`src/rtl/irin_keyctl.sv`:
```
// irin_keyctl: turns validated NEC frames and repeat pulses into PRESS/HOLD/
// RELEASE key events with autorepeat timing, buffered in a small event FIFO.
module irin_keyctl #(
    parameter int          TICK_DIV   = 48000,
    parameter int          RELEASE_MS = 120,
    parameter int          HOLD_MS    = 500,
    parameter int          REPEAT_MS  = 100,
    parameter logic [7:0]  ADDR       = 8'h00,
    parameter int          ADDR_CHECK = 1,
    parameter int          FIFO_DEPTH = 4
) (
    input  logic        clk,
    input  logic        rst,
    input  logic        frame_valid_i,
    input  logic [31:0] frame_i,
    input  logic        repeat_valid_i,
    output logic        ev_valid_o,
    input  logic        ev_ready_i,
    output logic [7:0]  ev_code_o,
    output logic [1:0]  ev_type_o,
    output logic        key_down_o,
    output logic [7:0]  key_code_o,
    output logic        ev_overflow_o,
    output logic [7:0]  err_count_o
);

    localparam int PSW = (TICK_DIV > 1) ? $clog2(TICK_DIV) : 1;
    localparam int PW  = $clog2(FIFO_DEPTH);
    localparam int CW  = PW + 1;

    localparam logic [15:0] REL_LIM  = 16'(RELEASE_MS);
    localparam logic [15:0] HOLD_LIM = 16'(HOLD_MS);
    localparam logic [15:0] REP_LIM  = 16'(REPEAT_MS);

    localparam logic [1:0] EV_PRESS   = 2'd0;
    localparam logic [1:0] EV_HOLD    = 2'd1;
    localparam logic [1:0] EV_RELEASE = 2'd2;

    typedef enum logic [1:0] {S_IDLE, S_PRESSED, S_HOLDING, S_SWAP} state_t;

    // Frame integrity: command inverse always, address match and inverse when enabled.
    function automatic logic frame_ok(input logic [31:0] f);
        logic cmd_ok;
        logic addr_ok;
        cmd_ok  = ((f[15:8] ^ f[7:0]) == 8'hFF);
        addr_ok = (f[31:24] == ADDR) && ((f[31:24] ^ f[23:16]) == 8'hFF);
        return cmd_ok && ((ADDR_CHECK == 0) || addr_ok);
    endfunction

    function automatic logic [15:0] sat_inc16(input logic [15:0] v);
        return (v == 16'hFFFF) ? v : v + 16'd1;
    endfunction

    function automatic logic [7:0] sat_inc8(input logic [7:0] v);
        return (v == 8'hFF) ? v : v + 8'd1;
    endfunction

    state_t          state_q, state_d;
    logic [PSW-1:0]  presc_q;
    logic            tick_s;
    logic [15:0]     rel_q, hold_q, rep_q;
    logic [7:0]      key_code_q, pend_q, err_q;
    logic            key_down_q, ovf_q;

    logic [7:0]      code_mem_q [FIFO_DEPTH];
    logic [1:0]      type_mem_q [FIFO_DEPTH];
    logic [PW-1:0]   wr_ptr_q, rd_ptr_q;
    logic [CW-1:0]   count_q, count_d;
    logic            valid_q;

    logic [7:0]      frame_cmd_s;
    logic            frame_good_s, frame_bad_s, rep_s, same_s, diff_s, refresh_s;
    logic            rel_exp_s, hold_exp_s, rep_exp_s;
    logic            push_s, ld_key_s, ld_pend_s, set_down_s, clr_down_s;
    logic            clr_rel_s, clr_hold_s, clr_rep_s;
    logic [1:0]      push_type_s;
    logic [7:0]      push_code_s, ld_key_val_s;
    logic            pop_s, full_s, wr_en_s;

    assign frame_cmd_s  = frame_i[15:8];
    assign frame_good_s = frame_valid_i && frame_ok(frame_i);
    assign frame_bad_s  = frame_valid_i && !frame_ok(frame_i);
    // A frame in the same cycle shadows a repeat pulse.
    assign rep_s        = repeat_valid_i && !frame_valid_i;
    assign same_s       = frame_good_s && (frame_cmd_s == key_code_q);
    assign diff_s       = frame_good_s && (frame_cmd_s != key_code_q);
    assign refresh_s    = same_s || rep_s;
    // A refresh arriving on the very cycle the timeout matures keeps the key alive.
    assign rel_exp_s    = !refresh_s && (rel_q >= REL_LIM);
    assign hold_exp_s   = (hold_q >= HOLD_LIM);
    assign rep_exp_s    = (rep_q >= REP_LIM);
    assign tick_s       = (presc_q == PSW'(TICK_DIV - 1));

    // Millisecond prescaler.
    always_ff @(posedge clk) begin
        if (rst) begin
            presc_q <= {PSW{1'b0}};
        end else if (tick_s) begin
            presc_q <= {PSW{1'b0}};
        end else begin
            presc_q <= presc_q + PSW'(1);
        end
    end

    // ms timers: clear has priority, otherwise saturating advance on tick.
    always_ff @(posedge clk) begin
        if (rst) begin
            rel_q  <= 16'd0;
            hold_q <= 16'd0;
            rep_q  <= 16'd0;
        end else begin
            rel_q  <= clr_rel_s  ? 16'd0 : (tick_s ? sat_inc16(rel_q)  : rel_q);
            hold_q <= clr_hold_s ? 16'd0 : (tick_s ? sat_inc16(hold_q) : hold_q);
            rep_q  <= clr_rep_s  ? 16'd0 : (tick_s ? sat_inc16(rep_q)  : rep_q);
        end
    end

    // FSM state register.
    always_ff @(posedge clk) begin
        if (rst) begin
            state_q <= S_IDLE;
        end else begin
            state_q <= state_d;
        end
    end

    // FSM next-state logic.
    always_comb begin
        state_d = state_q;
        case (state_q)
            S_IDLE: begin
                if (frame_good_s) state_d = S_PRESSED;
                else              state_d = S_IDLE;
            end
            S_PRESSED: begin
                if (diff_s)          state_d = S_SWAP;
                else if (rel_exp_s)  state_d = S_IDLE;
                else if (hold_exp_s) state_d = S_HOLDING;
                else                 state_d = S_PRESSED;
            end
            S_HOLDING: begin
                if (diff_s)         state_d = S_SWAP;
                else if (rel_exp_s) state_d = S_IDLE;
                else                state_d = S_HOLDING;
            end
            S_SWAP:  state_d = S_PRESSED;
            default: state_d = S_IDLE;
        endcase
    end

    // FSM outputs: event push, timer clears and key register controls.
    always_comb begin
        push_s       = 1'b0;
        push_type_s  = EV_PRESS;
        push_code_s  = key_code_q;
        clr_rel_s    = 1'b0;
        clr_hold_s   = 1'b0;
        clr_rep_s    = 1'b0;
        ld_key_s     = 1'b0;
        ld_key_val_s = key_code_q;
        ld_pend_s    = 1'b0;
        set_down_s   = 1'b0;
        clr_down_s   = 1'b0;
        case (state_q)
            S_IDLE: begin
                if (frame_good_s) begin
                    push_s       = 1'b1;
                    push_type_s  = EV_PRESS;
                    push_code_s  = frame_cmd_s;
                    ld_key_s     = 1'b1;
                    ld_key_val_s = frame_cmd_s;
                    set_down_s   = 1'b1;
                    clr_rel_s    = 1'b1;
                    clr_hold_s   = 1'b1;
                end else begin
                    push_s = 1'b0;
                end
            end
            S_PRESSED, S_HOLDING: begin
                if (diff_s) begin
                    push_s      = 1'b1;
                    push_type_s = EV_RELEASE;
                    ld_pend_s   = 1'b1;
                end else if (rel_exp_s) begin
                    push_s      = 1'b1;
                    push_type_s = EV_RELEASE;
                    clr_down_s  = 1'b1;
                end else if ((state_q == S_PRESSED) ? hold_exp_s : rep_exp_s) begin
                    push_s      = 1'b1;
                    push_type_s = EV_HOLD;
                    clr_rep_s   = 1'b1;
                end else begin
                    push_s = 1'b0;
                end
                if (refresh_s) clr_rel_s = 1'b1;
                else           clr_rel_s = 1'b0;
            end
            S_SWAP: begin
                push_s       = 1'b1;
                push_type_s  = EV_PRESS;
                push_code_s  = pend_q;
                ld_key_s     = 1'b1;
                ld_key_val_s = pend_q;
                clr_rel_s    = 1'b1;
                clr_hold_s   = 1'b1;
                clr_rep_s    = 1'b1;
            end
            default: begin
                push_s = 1'b0;
            end
        endcase
    end

    // Key status, pending command and rejected-frame counter.
    always_ff @(posedge clk) begin
        if (rst) begin
            key_code_q <= 8'h00;
            key_down_q <= 1'b0;
            pend_q     <= 8'h00;
            err_q      <= 8'h00;
        end else begin
            if (ld_key_s)        key_code_q <= ld_key_val_s;
            if (set_down_s)      key_down_q <= 1'b1;
            else if (clr_down_s) key_down_q <= 1'b0;
            if (ld_pend_s)       pend_q     <= frame_cmd_s;
            if (frame_bad_s)     err_q      <= sat_inc8(err_q);
        end
    end

    assign pop_s   = valid_q && ev_ready_i;
    assign full_s  = (count_q == CW'(FIFO_DEPTH));
    // When full, a simultaneous pop frees the slot the push needs.
    assign wr_en_s = push_s && (!full_s || pop_s);
    assign count_d = count_q + CW'(wr_en_s) - CW'(pop_s);

    // Event FIFO storage, pointers, occupancy and sticky overflow.
    always_ff @(posedge clk) begin
        if (rst) begin
            for (int i = 0; i < FIFO_DEPTH; i++) begin
                code_mem_q[i] <= 8'h00;
                type_mem_q[i] <= 2'd0;
            end
            wr_ptr_q <= {PW{1'b0}};
            rd_ptr_q <= {PW{1'b0}};
            count_q  <= {CW{1'b0}};
            valid_q  <= 1'b0;
            ovf_q    <= 1'b0;
        end else begin
            if (wr_en_s) begin
                code_mem_q[wr_ptr_q] <= push_code_s;
                type_mem_q[wr_ptr_q] <= push_type_s;
                wr_ptr_q             <= wr_ptr_q + PW'(1);
            end
            if (pop_s) rd_ptr_q <= rd_ptr_q + PW'(1);
            if (push_s && !wr_en_s) ovf_q <= 1'b1;
            count_q <= count_d;
            valid_q <= (count_d != {CW{1'b0}});
        end
    end

    assign ev_valid_o    = valid_q;
    assign ev_code_o     = code_mem_q[rd_ptr_q];
    assign ev_type_o     = type_mem_q[rd_ptr_q];
    assign key_down_o    = key_down_q;
    assign key_code_o    = key_code_q;
    assign ev_overflow_o = ovf_q;
    assign err_count_o   = err_q;

endmodule

```
`config.mk`:
```
export PLATFORM = sky130hd
export DESIGN_NAME = irin_keyctl
export DESIGN_NICKNAME = d
export VERILOG_FILES = /design/src/rtl/irin_keyctl.sv
export SDC_FILE = /design/constraint.sdc
export NUM_CORES = 1
export LEC_CHECK = 0
export CAP_MARGIN = 20
export CORE_UTILIZATION = 40
export CTS_CLUSTER_DIAMETER = 120
export CTS_CLUSTER_SIZE = 40
export DETAILED_ROUTE_END_ITERATION = 6
export GPL_TIMING_DRIVEN = 0
export SETUP_SLACK_MARGIN = 0.02
export SLEW_MARGIN = 30
export SYNTH_ARGS = -nofsm -noshare
export SYNTH_HDL_FRONTEND = slang
export SYNTH_SLANG_ARGS = --single-unit
```
`constraint.sdc`:
```
create_clock -name clk -period 5 [get_ports clk]
set_input_delay 1 -clock clk [delete_from_list [all_inputs] [get_ports clk]]
set_output_delay 1 -clock clk [all_outputs]
set_load 0.01 [all_outputs]
```
* After elaboration in Yosys (flattened, before gate mapping)
Memories as Yosys holds them, arrays and structs flattened. A register that Yosys moved wholly into a read port is not among the register bits.
Index checks and enable logic that the tools add are counted.
** Word-level totals
- Flip-flop bits (word level) :: 100
- Bits in writable memories :: 40
- Input bits :: 37
- Output and inout port bits :: 29
- Word-level logic and storage cells :: 129
- Memories kept :: 2
** Memories
- code_mem_q :: words 4, bits a word 8, rd ports 1, clocked after Yosys merged registers in 1, wr ports 4, line 65 : logic [7:0] code_mem_q [FIFO_DEPTH];
- type_mem_q :: words 4, bits a word 2, rd ports 1, clocked after Yosys merged registers in 1, wr ports 4, line 66 : logic [1:0] type_mem_q [FIFO_DEPTH];
** Cells by class
- Add/sub/neg operators :: 9
- Magnitude comparators :: 3
- Equality and inequality tests :: 13
- Mux-type cells :: 48
- Bitwise operators :: 6
- Reduce and logical (&&, ||, !) cells :: 34
** Operator list (number)
- $add A16 B1 Y16 const B :: 4
- $eq A16 B16 Y1 const B :: 4
- $ge A16 B7 Y1 const B :: 2
- $mux W2 :: 14
- $mux W1 :: 25
- $eq A8 B8 Y1 const B :: 3
- $ge A16 B9 Y1 const B :: 1
- $mux W8 :: 2
- $pmux W8 S2 :: 1
- $xor A8 B8 Y8 :: 2
- $reduce_or A2 Y1 :: 7
- $logic_and A1 B1 Y1 :: 11
- $add A8 B1 Y8 const B :: 1
- $eq A8 B8 Y1 :: 1
- $logic_not A8 Y1 :: 1
- $ne A8 B8 Y1 :: 1
- $pmux W2 S4 :: 1
- $reduce_and A2 Y1 :: 4
- $reduce_or A8 Y1 :: 1
- $pmux W1 S3 :: 2
- $logic_not A1 Y1 :: 5
- $add A2 B1 Y2 const B :: 2
- $eq A2 B2 Y1 const B :: 2
- $not A1 Y1 :: 4
- other kinds (10) :: 12

* Depth between registers and ports, before layout
Gate-level depths: netlist (run 1).
- Depth in word-level cells :: 18
- Gate-level depth with buffers :: 17
- Mapped depth without buffers :: 16

* Least setup slack after synthesis (run 1)
Ideal clock, no wire load.
- Path type :: input port to flip-flop
- Start point :: input frame_i[28]
- End point :: register valid_q, in the netlist ev_valid_o
- Setup time :: 0.132 ns
- Arrival :: 3.869 ns
- Data required time :: 4.868 ns
- Path slack :: 0.998 ns
- Stages :: 15
- Path buffers :: 1
- Cells stage by stage :: nor4_1 > nand4b_1 > nor4_1 > nand3_1 > a31oi_2 > and2_1 > buf_2 > inv_2 > ha_1 > inv_1 > ha_1 > fa_1 > xnor2_1 > xnor2_1 > a21oi_1
** Between the ends
- Word-level cells in the longest chain between the ends :: 16
- Elaborated cells on any way between the ends :: 19
- Classes of those cells :: add/sub: 2; eq/ne: 1; mux: 4; bitwise: 1; reduce/logical: 11
** RTL lines
- start, declared :: line 15 : input logic [31:0] frame_i,
- $xor A8 B8 Y8 :: line 46 : addr_ok = (f[31:24] == ADDR) && ((f[31:24] ^ f[23:16]) == 8'hFF);
- $eq A8 B8 Y1 :: line 46
- $logic_and A1 B1 Y1 (*) :: line 46
- $logic_and A1 B1 Y1 (*) :: line 47 : return cmd_ok && ((ADDR_CHECK == 0) || addr_ok);
- $logic_and A1 B1 Y1 (*) :: line 81 : assign frame_good_s = frame_valid_i && frame_ok(frame_i);
- $logic_and A1 B1 Y1 :: line 85 : assign same_s = frame_good_s && (frame_cmd_s == key_code_q);
- $logic_or A1 B1 Y1 :: line 87 : assign refresh_s = same_s || rep_s;
- $logic_not A1 Y1 :: line 89 : assign rel_exp_s = !refresh_s && (rel_q >= REL_LIM);
- $logic_and A1 B1 Y1 :: line 89
- $mux W1 :: line 184 : end else if (rel_exp_s) begin
- $mux W1 :: line 180 : if (diff_s) begin
- $pmux W1 S3 (*) :: line 164 : case (state_q)
- $logic_and A1 B1 Y1 (*) :: line 233 : assign wr_en_s = push_s && (!full_s || pop_s);
- $add A3 B1 Y3 (*) :: line 234 : assign count_d = count_q + CW'(wr_en_s) - CW'(pop_s);
- $sub A3 B1 Y3 (*) :: line 234
- $reduce_bool A3 Y1 (*) :: line 257 : valid_q <= (count_d != {CW{1'b0}});
- end signal, assigned :: line 257
- end, declared :: line 69 : logic valid_q;
Mark *: on every way between the ends. The rest lies on a longest branch, timed or not.
A chain may end at the register's enable or synchronous reset.

* Worst setup path after layout (run 1)
- Start point :: input frame_i[15]
- End point :: register valid_q, in the netlist ev_valid_o
** Between the ends
- Word-level cells in the longest chain between the ends :: 15
- Elaborated cells on any way between the ends :: 19
- Classes of those cells :: add/sub: 2; eq/ne: 3; mux: 4; bitwise: 1; reduce/logical: 9
** RTL lines
- $xor A8 B8 Y8 :: line 45 : cmd_ok = ((f[15:8] ^ f[7:0]) == 8'hFF);
- $eq A8 B8 Y1 :: line 45
- $logic_and A1 B1 Y1 :: line 47
- $logic_and A1 B1 Y1 :: line 81
- $logic_and A1 B1 Y1 :: line 85
- $logic_or A1 B1 Y1 :: line 87
- $logic_not A1 Y1 :: line 89
- $logic_and A1 B1 Y1 :: line 89
- $mux W1 :: line 184
- $mux W1 :: line 180
- $pmux W1 S3 (*) :: line 164
- $logic_and A1 B1 Y1 (*) :: line 233
- $add A3 B1 Y3 (*) :: line 234
- $sub A3 B1 Y3 (*) :: line 234
- $reduce_bool A3 Y1 (*) :: line 257
Marked as above.

==> metrics.txt, run 1 <==
worst hold path cell count 1; critical path's slowest cell clkdlybuf4s50_1; DR iter-0 viols between 200 and 300; per-cell routed wire length 15.50 um; WL met3 about 560 um; WL final between 15 and 20 mm; largest cells by area after synthesis dfxtp_1 29%, edfxtp_1 17%, xor2_1 7.3%, nor2_1 6.4%, xnor2_1 3.4%; number of port buffers 65; vias in the first global route roughly 5400; final global-route overflow total 0; Max Slew Vio Count 0; ys flop type dfxtp_1; cell depth of the worst setup path 16; first-pass GRT wire length around 27 mm; area share of the largest cell type after synthesis approximately 29%; #FFs+latches synth approximately 140; Max-Cap Viols 0; status finished clean; total CTS buffers 17; Routed met1 length about 7.4 mm; critical-path cell list clkdlybuf4s50_1 > xor2_1 > nand4_1 > nor4_4 > nand3_1 > a31oi_2 > and2_1 > buf_2 > inv_2 > ha_1 > inv_1 > ha_1 > fa_1 > xnor2_1 > xnor2_1 > a21oi_1; switching share of power roughly a quarter; Die X approximately 130 um; share of cells above drive strength 1 7.485%; die footprint 17890 um2; Antenna Cells 0; Worst Reg2Reg Path Length in Cells 16; critical path peak fanout 6; initial antenna violation count 0; met2 WL slightly below 8 mm; Psw between 0.6 and 0.7 mW; Flop pwr share ~45%; crit path DAT between 4000 and 5000 ps; starting density of the core roughly 41%; min Tclk post-route ~4600 ps; dpl cell area 7870 um2; pin count of the biggest net entering global routing 17; Design Area, Final around 8500 um2; ys async rst share 0%; most numerous cell in the Yosys netlist nor2_1; DRC 0; final hold vios 0; Setup crit start kind primary input; Mapped Nets between 700 and 800; num rows 47; CP endpoint kind flip-flop; Pint 2.080 mW; Final Util a little over 50%; Min-Delay Path Class flip-flop to flip-flop; crit share post-route between 90 and 100%; HPWL Detailed around 12 mm; fin nets around 850; Setup Buffers After CTS 0; Top Layer Used met4; Comb power frac a little under 10%; Longest Clk Path Bufs 2; Post-Route Skew roughly 13 ps; multi-input logic area around 3500 um2; Post-CTS Hold Fix Bufs 0; core area approximately 17000 um2; H-Tree Depth 4; vias 5484; Routed Antenna Nets 0; Syn Area/Cell slightly below 10 um2; sequential fraction of the synthesis area ~47%; Register Area about 3200 um2; Post-synth EDFFs 40; worst ir drop on vdd 0.1946 mV; DR vias/cell roughly 5.3; Mapped Area between 6000 and 7000 um2; Worst-Margin Slew roughly 900 ps; die span in y between 100 and 150 um; GRT Overall Usage between 10% and 20%; leakage 3.035 nW; Power Density about 330 nW/um2; cell family with most CP delay simple AND/OR/NAND/NOR gates; post-synth cell types 55; critical path data required time 5280 ps; Top Ports between 60 and 70; unrepaired setup endpoints after global routing false; # setup viols final 0; worst skew pair latency ~420 ps; post-synthesis instance total about 720; WP buf/inv 4; Syn. warnings 0; CTS Root Cell clkbuf_16; Placer Congestion 0.8361; Crit Path Class primary input to flip-flop; area delta synth->final 22.05%; Worst path max stage delay approximately 610 ps; Slew HR around 40%; Num Clock Sinks 142; Yosys top cell by area dfxtp_1; Clk pwr share between 40% and 50%; Max Freq approximately 0.22 GHz; Pwr Total between 2 and 3 mW; CTS tree done; detailed-router iteration count before antenna repair 5; Layout fillers 1515; most frequent cells after synthesis 119 x nor2_1, 102 x dfxtp_1, 58 x xor2_1; Reg clk slew, reported paths 70 ps
==> worst reg2reg max path, stage by stage (launching register included) <==
cell      delay [ps]
dfxtp_1          400
and4_1           200
clkbuf_1         210
nor4_1            70
nor4b_2          170
or3_1            410
a31oi_2          410
and2_1           180
buf_2            160
inv_2             40
ha_1             260
inv_1             40
ha_1             180
fa_1             380
xnor2_1          150
xnor2_1          210
a21oi_1           90
==> registers in the layout, summed over array words and instances, names as in the netlist, named ones only <==
signal and flops:
code_mem_q 32, hold_q 16, presc_q 16, rel_q 16
rep_q 16, err_count_o 8, key_code_o 8, pend_q 8
type_mem_q 8, count_q 3, rd_ptr_q 2, state_q 2
wr_ptr_q 2, ev_overflow_o 1, ev_valid_o 1, key_down_o 1
==> final timing paths <==
check / from / end / slack (ps)
worst max-delay path: frame_i[15] / ev_valid_o / 360
worst min-delay path: presc_q[0] / presc_q[0] / 450
worst max register to register: rel_q[3] / ev_valid_o / 1310
worst min register to register: presc_q[0] / presc_q[0] / 450
==> cells by family after synthesis <==
kind of cell,after synthesis,share of synthesized area (%)
AO/OA/AOI/OAI,63,6.883
XOR/XNOR,85,10.72
adder cells (fa/ha/maj),15,2.811
buffers and inverters,57,3.261
flip-flops,142,46.70
multiplexers,28,5.982
AND/OR/NAND/NOR,328,23.64
==> what timing repair did <==
| item | CTS | global route |
|---|---|---|
| resized for setup | 1 | 1 |
| hold endpoints to repair | 0 | 0 |
| setup endpoints to repair | 1 | 2 |
==> metrics by stage <==
step	instances	hold WS [ps]	setup TNS, ps	setup WS, ps
2_1_floorplan	718	417.5	0	998.3
3_3_place_gp	1003	428.0	-781.7	-350.4
3_5_place_dp	1003	446.0	-949.6	-408.7
4_1_cts	1035	455.6	0	263.7
5_1_grt	1035	492.6	0	49.46
6_report	1035	448.7	0	364.3
==> layout make-up <==
| cell class | count | share of cell area, % |
|---|---|---|
| plain buffers | 32 | 1.565 |
| clock buffers | 18 | 5.182 |
| clock inverters | 14 | 1.712 |
| inverters | 25 | 1.107 |
| multi-input cells | 519 | 41.25 |
| flip-flops and latches | 142 | 38.26 |
| well taps | 220 | 3.248 |
| repair buffers | 65 | 7.676 |
==> cells in the final DEF (no fill, tap or decap), types with 4 or more instances in the layout <==
| cell | instances |
|---|---|
| and4_1 | 6 |
| nand2b_1 | 5 |
| buf_2 | 4 |
| o21ai_0 | 5 |
| edfxtp_1 | 40 |
| clkbuf_16 | 17 |
| and2_1 | 9 |
| or3_1 | 6 |
| a211oi_1 | 9 |
| nor4_1 | 9 |
| xnor2_1 | 27 |
| nor2b_1 | 4 |
| inv_1 | 24 |
| nor3_1 | 47 |
| clkbuf_1 | 23 |
| mux4_2 | 10 |
| nand2_1 | 36 |
| nand3_1 | 37 |
| a22oi_1 | 8 |
| a221oi_1 | 8 |
| ha_1 | 14 |
| nor2_1 | 119 |
| a21oi_1 | 12 |
| xor2_1 | 58 |
| mux2_1 | 8 |
| mux2i_1 | 10 |
| and3_1 | 20 |
| nand4_1 | 16 |
| dfxtp_1 | 102 |
| clkdlybuf4s50_1 | 65 |
| inv_6 | 6 |
==> routing by layer <==
layer | GRT usage, % | up-vias
met1 | 24.12 | 2629
met2 | 32.35 | 134
met5 | 0 | -
met4 | 6.881 | 0
met3 | 3.234 | 14
li1 | - | 2707
==> power by group through the flow <==
stage,Clock (mW),Sequential [mW],Combinational [mW]
final,1.25,1.24,0.274
after global routing,1.33,1.24,0.300
after CTS,1.27,1.24,0.277
after detailed placement,0,1.26,0.276
after global placement,0,1.26,0.271
after floorplan,0,1.26,0.156
Power figures use the tool's default switching activity.
==> inputs of run 2 (changes only) <==
CORE_MARGIN = 5   (was unset)
MAX_ROUTING_LAYER = met4   (was unset)
==> run 2 against run 1 <==
Routed wire length rose by 5.2%. Critical path depth did not move. Largest power group is now registers. Sequential power barely moved. Combinational power barely moved. Final cell count rose by 0.48%. Clock-buffer cell count did not move.
==> metrics.txt, run 2 (synthesis results as in run 1) <==
fin nets 854 (unchanged); # setup viols final 0 (unchanged); cell family with most CP delay simple AND/OR/NAND/NOR gates; HPWL Detailed 12.35 mm (+4.6%); Setup crit start kind primary input; Crit Path Class primary input to flip-flop; CTS tree done; crit path DAT 5000 ps (+80 ps); per-cell routed wire length 16.22 um (+4.7%); most frequent cells in the layout 119 x nor2_1, 102 x dfxtp_1, 65 x clkdlybuf4s50_1; total CTS buffers 17 (unchanged); critical path data required time 5280 ps (about the same); Worst path max stage delay 620 ps (about the same); Routed Antenna Nets 0 (unchanged); H-Tree Depth 4 (unchanged); core area 17180 um2 (+2.5%); WL final 16.87 mm (+5.2%); final global-route overflow total 0 (unchanged); die span in y 141.8 um (+6.0%); pin count of the biggest net entering global routing 17 (unchanged); Worst-Margin Slew 777.4 ps (-119.0 ps); final hold vios 0 (unchanged); DR iter-0 viols 314 (+5.7%); Top Ports 66 (unchanged); DRC 0 (unchanged); Reg clk slew, reported paths 60 ps (about the same); status finished clean; Max-Cap Viols 0 (unchanged); Slew HR 48.17% (+7.9 points); Max Freq 0.2120 GHz (-1.7%); Register Area 3243 um2 (unchanged); detailed-router iteration count before antenna repair 5 (unchanged); Largest Register code_mem_q; Min-Delay Path Class flip-flop to flip-flop; most common cell after layout, fill and taps aside nor2_1; final hold slack 450.5 ps (+1.760 ps); CP endpoint kind flip-flop; CTS Root Cell clkbuf_16; critical path's slowest cell clkdlybuf4s50_1; min Tclk post-route 4718 ps (+81.81 ps); Layout fillers 1641 (+8.3%); Max Slew Vio Count 0 (unchanged); share of cells above drive strength 1 7.362% (-0.12 points); Longest Clk Path Bufs 2 (unchanged); crit share post-route 94.35% (+1.6 points); max FFs per register 32 (unchanged); TNS Setup 0 ps (unchanged); Placer Congestion 0.9265 (+11%); area delta synth->final 21.66%; critical path peak fanout 6 (unchanged); multi-input logic area 3496 um2 (unchanged); WP buf/inv 4 (unchanged); Num Clock Sinks 142 (unchanged); Power Density 318.5 nW/um2 (-2.3%); GRT Overall Usage 17.81% (-1.2 points); Setup Buffers After CTS 0 (unchanged); num rows 48 (+2.1%); starting density of the core 40.43% (-1.0 points); vias 5615 (+2.4%); Die X 141.8 um (+6.0%); initial antenna violation count 0 (unchanged); leakage 3.006 nW (-0.95%); unrepaired setup endpoints after global routing false; worst skew pair latency 420 ps (about the same); worst ir drop on vdd 0.2362 mV (+21%); Antenna Cells 0 (unchanged); first-pass GRT wire length 27.50 mm (+3.5%); Post-Route Skew 15.27 ps (+2.763 ps); number of port buffers 65 (unchanged); critical-path cell list clkdlybuf4s50_1 > xor2_1 > nand4_1 > nor4_4 > nand3_1 > a31oi_2 > and2_1 > buf_2 > inv_2 > ha_1 > inv_1 > ha_1 > fa_1 > xnor2_1 > xnor2_1 > a21oi_1; DR vias/cell 5.399 (+1.9%); die footprint 20100 um2 (+12%); vias in the first global route 5540 (+2.5%)
[run 2: layer usage]
metal,vias up,track usage [%],wire (um)
li1,2708,-,-
met5,-,-,0
met1,2700,22.32,7325
met2,179,28.41,8183
met4,0,6.869,333
met3,28,3.674,1026
[run 2: worst paths after layout]
path | from | endpoint | slack (ps) | cells after the start
setup reg to reg | rel_q[3] | ev_valid_o | 1210 | 16
hold / removal | presc_q[0] | presc_q[0] | 450 | 1
setup / recovery | frame_i[9] | ev_valid_o | 280 | 16
hold reg to reg | presc_q[0] | presc_q[0] | 450 | 1
[run 2: final cells by class]
| type | count | area share [%] |
|---|---|---|
| Buffer | 32 | 1.585 |
| Tap cell | 225 | 3.332 |
| Inverter | 25 | 1.111 |
| Clock buffer | 18 | 5.080 |
| Sequential cell | 142 | 38.39 |
| Timing Repair Buffer | 65 | 7.701 |
| Clock inverter | 14 | 1.422 |
| Multi-Input combinational cell | 519 | 41.38 |
[run 2: what timing repair did]
action	CTS	global route
hold buffers	0	0
resized for setup	0	2
setup endpoints to repair	0	3
[run 2: power breakdown]
group          internal, mW  switching, mW  total [mW]  leakage (nW)
Sequential             1.22         0.0186        1.24          1.21
Combinational         0.145          0.130       0.275          1.55
Clock                 0.682          0.497        1.18         0.254
Total                  2.05          0.645        2.69          3.01
[run 2: metrics by stage]
| step | util, % | setup WS [ps] | instances | cell area (um2) | power (mW) |
|---|---|---|---|---|---|
| after floorplan | - | 998.3 | 718 | 6944 | 1.416 |
| after global placement | 45.86 | -366.5 | 1008 | 7876 | 1.532 |
| after detailed placement | 45.86 | -382.4 | 1008 | 7876 | 1.540 |
| after CTS | 49.05 | 46.43 | 1040 | 8426 | 2.719 |
| after global routing | 49.18 | 72.78 | 1040 | 8448 | 2.802 |
| final | 49.18 | 282.5 | 1040 | 8448 | 2.691 |
==> inputs of run 3 (changes only) <==
DONT_BUFFER_PORTS = 1   (was unset)
==> run 3 against run 2 <==
Setup slack improved by 280 ps. Core utilization decreased by 3.5 points. Worst hold slack lost 1.3 ps. Global-route usage down 0.078 points. Non-clock buffer count decreased by 65. Clock-buffer cell count shrank 1. Final cell count is 6.3% lower. Combinational power decreased by 29%. Largest cell class unchanged.
==> metrics.txt, run 3 (synthesis results as in run 1) <==
status finished clean; Num Clock Sinks 142 (unchanged); critical path data required time 5290 ps (about the same); Power Density 352.2 nW/um2 (+11%); Max Freq 0.2251 GHz (+6.2%); met2 WL 7.955 mm (-2.8%); # setup viols final 0 (unchanged); total CTS buffers 17 (unchanged); num rows 48 (unchanged); DRC 0 (unchanged); Crit Path Class primary input to flip-flop; TNS Setup 0 ps (unchanged); final hold vios 0 (unchanged); Max-Cap Viols 0 (unchanged); WL met3 1.279 mm (+25%); Die X 141.8 um (unchanged); leakage 2.778 nW (-7.6%); min Tclk post-route 4442 ps (-276.0 ps); WP buf/inv 3 (-1); Max Slew Vio Count 0 (unchanged); Worst-Margin Slew 777.3 ps (-0.1297 ps); fin nets 789 (-7.6%); most frequent cells in the layout 119 x nor2_1, 102 x dfxtp_1, 58 x xor2_1; critical-path cell list xor2_1 > nand4_1 > nor4_1 > nand3_1 > a31oi_2 > and2_1 > buf_2 > inv_2 > ha_1 > inv_1 > ha_1 > fa_1 > xnor2_1 > xnor2_1 > a21oi_1; H-Tree Depth 4 (unchanged); Slew HR 48.18% (about the same); starting density of the core 40.43% (unchanged); worst skew pair latency 430 ps (about the same); initial antenna violation count 0 (unchanged); WL final 16.66 mm (-1.2%); DR iter-0 viols 249 (-21%); Reg clk slew, reported paths 60 ps (about the same); unrepaired setup endpoints after global routing false; HPWL Detailed 12.04 mm (-2.5%); most common cell after layout, fill and taps aside nor2_1; vias in the first global route 5336 (-3.7%); Setup Buffers After CTS 0 (unchanged); Final Util 45.72% (-3.5 points); cell family with most CP delay simple AND/OR/NAND/NOR gates; vias 5248 (-6.5%); final hold slack 449.2 ps (-1.285 ps); Antenna Cells 0 (unchanged); crit share post-route 88.83% (-5.5 points); Setup crit start kind primary input; DR vias/cell 5.383 (-0.31%); Post-CTS Hold Fix Bufs 0 (unchanged); area delta synth->final 13.08%; critical path's slowest cell nor4_1; Top Layer Used met4; pin count of the biggest net entering global routing 17 (unchanged); final global-route overflow total 0 (unchanged); number of port buffers 0 (-100%); critical path peak fanout 6 (unchanged); Post-Route Skew 9.008 ps (-6.258 ps); Placer Congestion 0.9283 (+0.19%); CP endpoint kind flip-flop; first-pass GRT wire length 26.99 mm (-1.9%); max FFs per register 32 (unchanged); Routed met1 length 7.019 mm (-4.2%); CTS tree done; Longest Clk Path Bufs 2 (unchanged); Routed Antenna Nets 0 (unchanged); detailed-router iteration count before antenna repair 5 (unchanged); die span in y 141.8 um (unchanged); Top Ports 66 (unchanged); Worst path max stage delay 670 ps (+50 ps); worst ir drop on vdd 0.2540 mV (+7.5%); core area 17180 um2 (unchanged); crit path DAT 4730 ps (-270 ps); per-cell routed wire length 17.09 um (+5.4%); share of cells above drive strength 1 8.267% (+0.90 points); cts repair resizes 0 (unchanged); Largest Register code_mem_q; die footprint 20100 um2 (unchanged); CTS Root Cell clkbuf_16; Min-Delay Path Class flip-flop to flip-flop; GRT Overall Usage 17.73% (-0.078 points)
run 3: worst paths after layout:
path	start	end	slack, ps	cells past startpoint
hold / removal	presc_q[0]	presc_q[0]	450	1
setup / recovery	frame_i[9]	ev_valid_o	560	15
hold reg to reg	presc_q[0]	presc_q[0]	450	1
setup reg to reg	rel_q[3]	ev_valid_o	1290	16
run 3: where the power goes:
part	leakage, nW	switching [mW]	total [mW]	internal [mW]
clock network	0.283	0.502	1.33	0.830
logic	1.29	0.110	0.194	0.0838
registers	1.21	0.0214	1.24	1.22
run 3: metrics by stage:
step                instances  setup WS [ps]  cell area (um2)  power (mW)
finish                    975          558.5             7853       2.765
global route              975          255.1             7853       2.867
CTS                       975          509.6             7845       2.792
detailed placement        943          99.48             7226       1.463
global placement          943          132.5             7226       1.455
floorplan                 718          998.3             6944       1.416
run 3: area by class of cell:
class / count / area (um2)
Clock inverter: 15 / 193.9
Multi-Input combinational cell: 519 / 3481
Clock buffer: 17 / 425.4
Buffer: 32 / 133.9
Inverter: 25 / 93.84
Fill cell: 1647 / 9324
Sequential cell: 142 / 3243
Tap cell: 225 / 281.5
run 3: per-layer routing:
metal | vias up | global-route usage [%]
li1 | 2570 | -
met1 | 2479 | 20.64
met2 | 165 | 27.56
met3 | 34 | 6.235
met4 | 0 | 8.182
met5 | - | -
run 3: worst register-to-register path, cell delays in order (launching register included):
cell and delay, ps:
dfxtp_1 390, and4_1 200, clkbuf_1 210, nor4_1 70, nor4b_2 180, or3_1 410
a31oi_2 410, and2_1 180, buf_2 160, inv_2 40, ha_1 260, inv_1 40
ha_1 190, fa_1 380, xnor2_1 190, xnor2_1 170, a21oi_1 100
==> variant (settings of run 2) <==
Put one more register stage on the output `err_count_o`. The value now appears one clock later. The other outputs are not delayed to match.
--- a/src/rtl/irin_keyctl.sv
+++ b/src/rtl/irin_keyctl.sv
@@ -264,7 +264,9 @@
     assign key_down_o    = key_down_q;
     assign key_code_o    = key_code_q;
     assign ev_overflow_o = ovf_q;
-    assign err_count_o   = err_q;
+    always_ff @(posedge clk) begin
+        err_count_o <= err_q;
+    end
 
 endmodule
 
Formal check against the unedited RTL: not equivalent (Yosys sat finds a counterexample within 4 cycles, from zero or initial values and one cycle with rst high).
==> variant against run 2 <==
Sequential cell count grew 8. Total power rose by 6.1%. First-iteration DRC count down 15%. Synthesized area up 2.0%. Highest routed layer unchanged. Final area up 1.7%. Routed wire length is 3.0% lower. Largest cell class unchanged. Setup slack improved by 0.086 ns. Critical path depth decreased by 1. Clock skew fell by 0.00098 ns.
==> variant: results (changes against run 2) <==
| Metric | Value |
|---|---|
| Outcome | `complete, no violations (unchanged)` |
| # nets final | `857 (was 854)` |
| Met2 Track Usage GR | `0.276 (was 0.284)` |
| Post-synthesis adder-cell area fraction | `0.0276 (was 0.0281)` |
| Met1 Use GR | `0.209 (was 0.223)` |
| Vias | `5456 (was 5615)` |
| Via/cell ratio | `5.24 (was 5.40)` |
| Register-to-Register Path Depth | `15 (was 16)` |
| Num CTS Buffers | `17 (unchanged)` |
| Drt pass-1 iters | `4 (was 5)` |
| Vias in the first global route | `5434 (was 5540)` |
| First-pass GRT wire length | `26.9 mm (was 27.5 mm)` |
| Met3 GRT Util | `0.0375 (was 0.0367)` |
| Largest net degree at the start of global routing | `17 (unchanged)` |
| Placed Cells | `1011 (was 1008)` |
| # port buffers | `64 (was 65)` |
| Initial antenna violation count | `0 (unchanged)` |
| Post-synthesis compound-gate area fraction | `0.0627 (was 0.0688)` |
| Top cells by area, synth | `dfxtp_1 31%, edfxtp_1 17%, xor2_1 7.7%, nor2_1 6.6%, mux4_2 3.2% (was dfxtp_1 29%, edfxtp_1 17%, xor2_1 7.3%, nor2_1 6.4%, xnor2_1 3.4%)` |
| Skew-Pair Late Insertion Delay | `0.43 ns` |
| Post CTS Setup Buffer Count | `0 (unchanged)` |
| Hold Crit Depth | `0 (was 1)` |
| DRT iter0 DRCs | `267 (was 314)` |
| Worst Setup SP | `frame_i[9] (unchanged)` |
| Share of post-route cells with drive strength above 1 | `0.0906 (was 0.0736)` |
| Max Root-Sink Buffers | `2 (unchanged)` |
| HPWL Detailed | `11.8 mm (was 12.3 mm)` |
| Placement Setup Slack | `-0.0606 ns (was -0.382 ns)` |
| Mux cell area share after synthesis | `0.0601 (was 0.0598)` |
| GRT Util Overall | `0.170 (was 0.178)` |
| Routability cong. | `0.829 (was 0.927)` |
| Post-Syn Nets | `774 (was 770)` |
| Synth Instances | `722 (was 718)` |
| Top reg by flops | `code_mem_q (unchanged)` |
| Max FFs per register | `32 (unchanged)` |
| Fin crit share | `0.926 (was 0.944)` |
| Slew HR | `0.487 (was 0.482)` |
| Sequential fraction of the synthesis area | `0.481 (was 0.467)` |
| VDD IR-drop max | `244 uV (was 236 uV)` |
| Skew final | `0.0143 ns (was 0.0153 ns)` |
| Synthesis warning total | `0 (unchanged)` |
| R2R Path Start | `state_q[1] (was rel_q[3])` |
| R2R Setup Slk | `1.58 ns (was 1.21 ns)` |
| Post-synth cell types | `56 (was 55)` |
| Reg2reg end | `ev_valid_o (unchanged)` |
| Critical Path AT | `4.91 ns (was 5.00 ns)` |
| Leak pwr | `3.09 nW (was 3.01 nW)` |
| Post-synthesis xor/xnor area fraction | `0.106 (was 0.107)` |
| DR WL/cell | `15.7 um (was 16.2 um)` |
| Post-synth top cells | `124 x nor2_1, 110 x dfxtp_1, 62 x xor2_1 (was 119 x nor2_1, 102 x dfxtp_1, 58 x xor2_1)` |
## variant: changes by cell type after synthesis, sizes merged, moves of 4 or more
| cell | delta |
|---|---|
| a21oi | -4 |
| and2 | +7 |
| and3 | -5 |
| dfxtp | +8 |
| nand3 | -12 |
| nand4 | +12 |
| nor2 | +5 |
| xor2 | +4 |
## variant: logic make-up after synthesis
family / Yosys count
xor+xnor: 86
buf+inv: 58
simple gates: 328
flops: 150
mux: 29
fa+ha+maj: 15
compound gates: 56
## variant: area by class of cell
| type | instances | area, sq um |
|---|---|---|
| Tap cell | 225 | 282 |
| Fill cell | 1582 | 8760 |
| Multi-Input combinational cell | 514 | 3450 |
| Timing Repair Buffer | 64 | 641 |
| Clock inverter | 14 | 165 |
| Clock buffer | 17 | 425 |
| Buffer | 31 | 126 |
| Inverter | 27 | 101 |
| Sequential cell | 150 | 3400 |
## variant: report_power, final
group / switching, mW / internal (mW) / total (mW)
combinational: 0.122 / 0.138 / 0.260
sequential: 0.0175 / 1.28 / 1.30
clock: 0.552 / 0.748 / 1.30
## variant: how the worst min path moves through the flow
stage | start | endpoint | slack [ns]
finish | err_q[5] | err_count_o[5] | 0.39
detailed placement | err_q[5] | err_count_o[5] | 0.38
global route | err_q[5] | err_count_o[5] | 0.40
global placement | err_q[5] | err_count_o[5] | 0.37
CTS | err_q[5] | err_count_o[5] | 0.39
floorplan | err_q[5] | err_count_o[5] | 0.36
## variant: critical path, cell delays in order
cell and delay, ns:
clkdlybuf4s50_1 0.61, xor2_1 0.18, nand4_1 0.25, or4_4 0.58
or3b_4 0.43, a31oi_4 0.24, and2_1 0.24, inv_1 0.07
ha_1 0.27, inv_1 0.04, ha_1 0.18, fa_1 0.37
xnor2_1 0.18, xnor2_1 0.17, a21oi_1 0.09
## variant: routing by layer
metal	routed length, um	vias to the layer above
met5	0	-
met4	188	0
met3	560	19
met2	8010	102
met1	7600	2630
li1	-	2705
## variant: metrics by stage
step | hold WS, ns | power (mW) | setup TNS (ns) | util | instance area (sq um)
3_3_place_gp | 0.371 | 1.58 | -0.0381 | 0.461 | 8000
2_1_floorplan | 0.358 | 1.47 | 0 | - | 7080
4_1_cts | 0.387 | 2.88 | 0 | 0.495 | 8590
5_1_grt | 0.401 | 2.96 | 0 | 0.495 | 8600
3_5_place_dp | 0.379 | 1.59 | -0.0774 | 0.461 | 8000
6_report | 0.387 | 2.86 | 0 | 0.495 | 8600
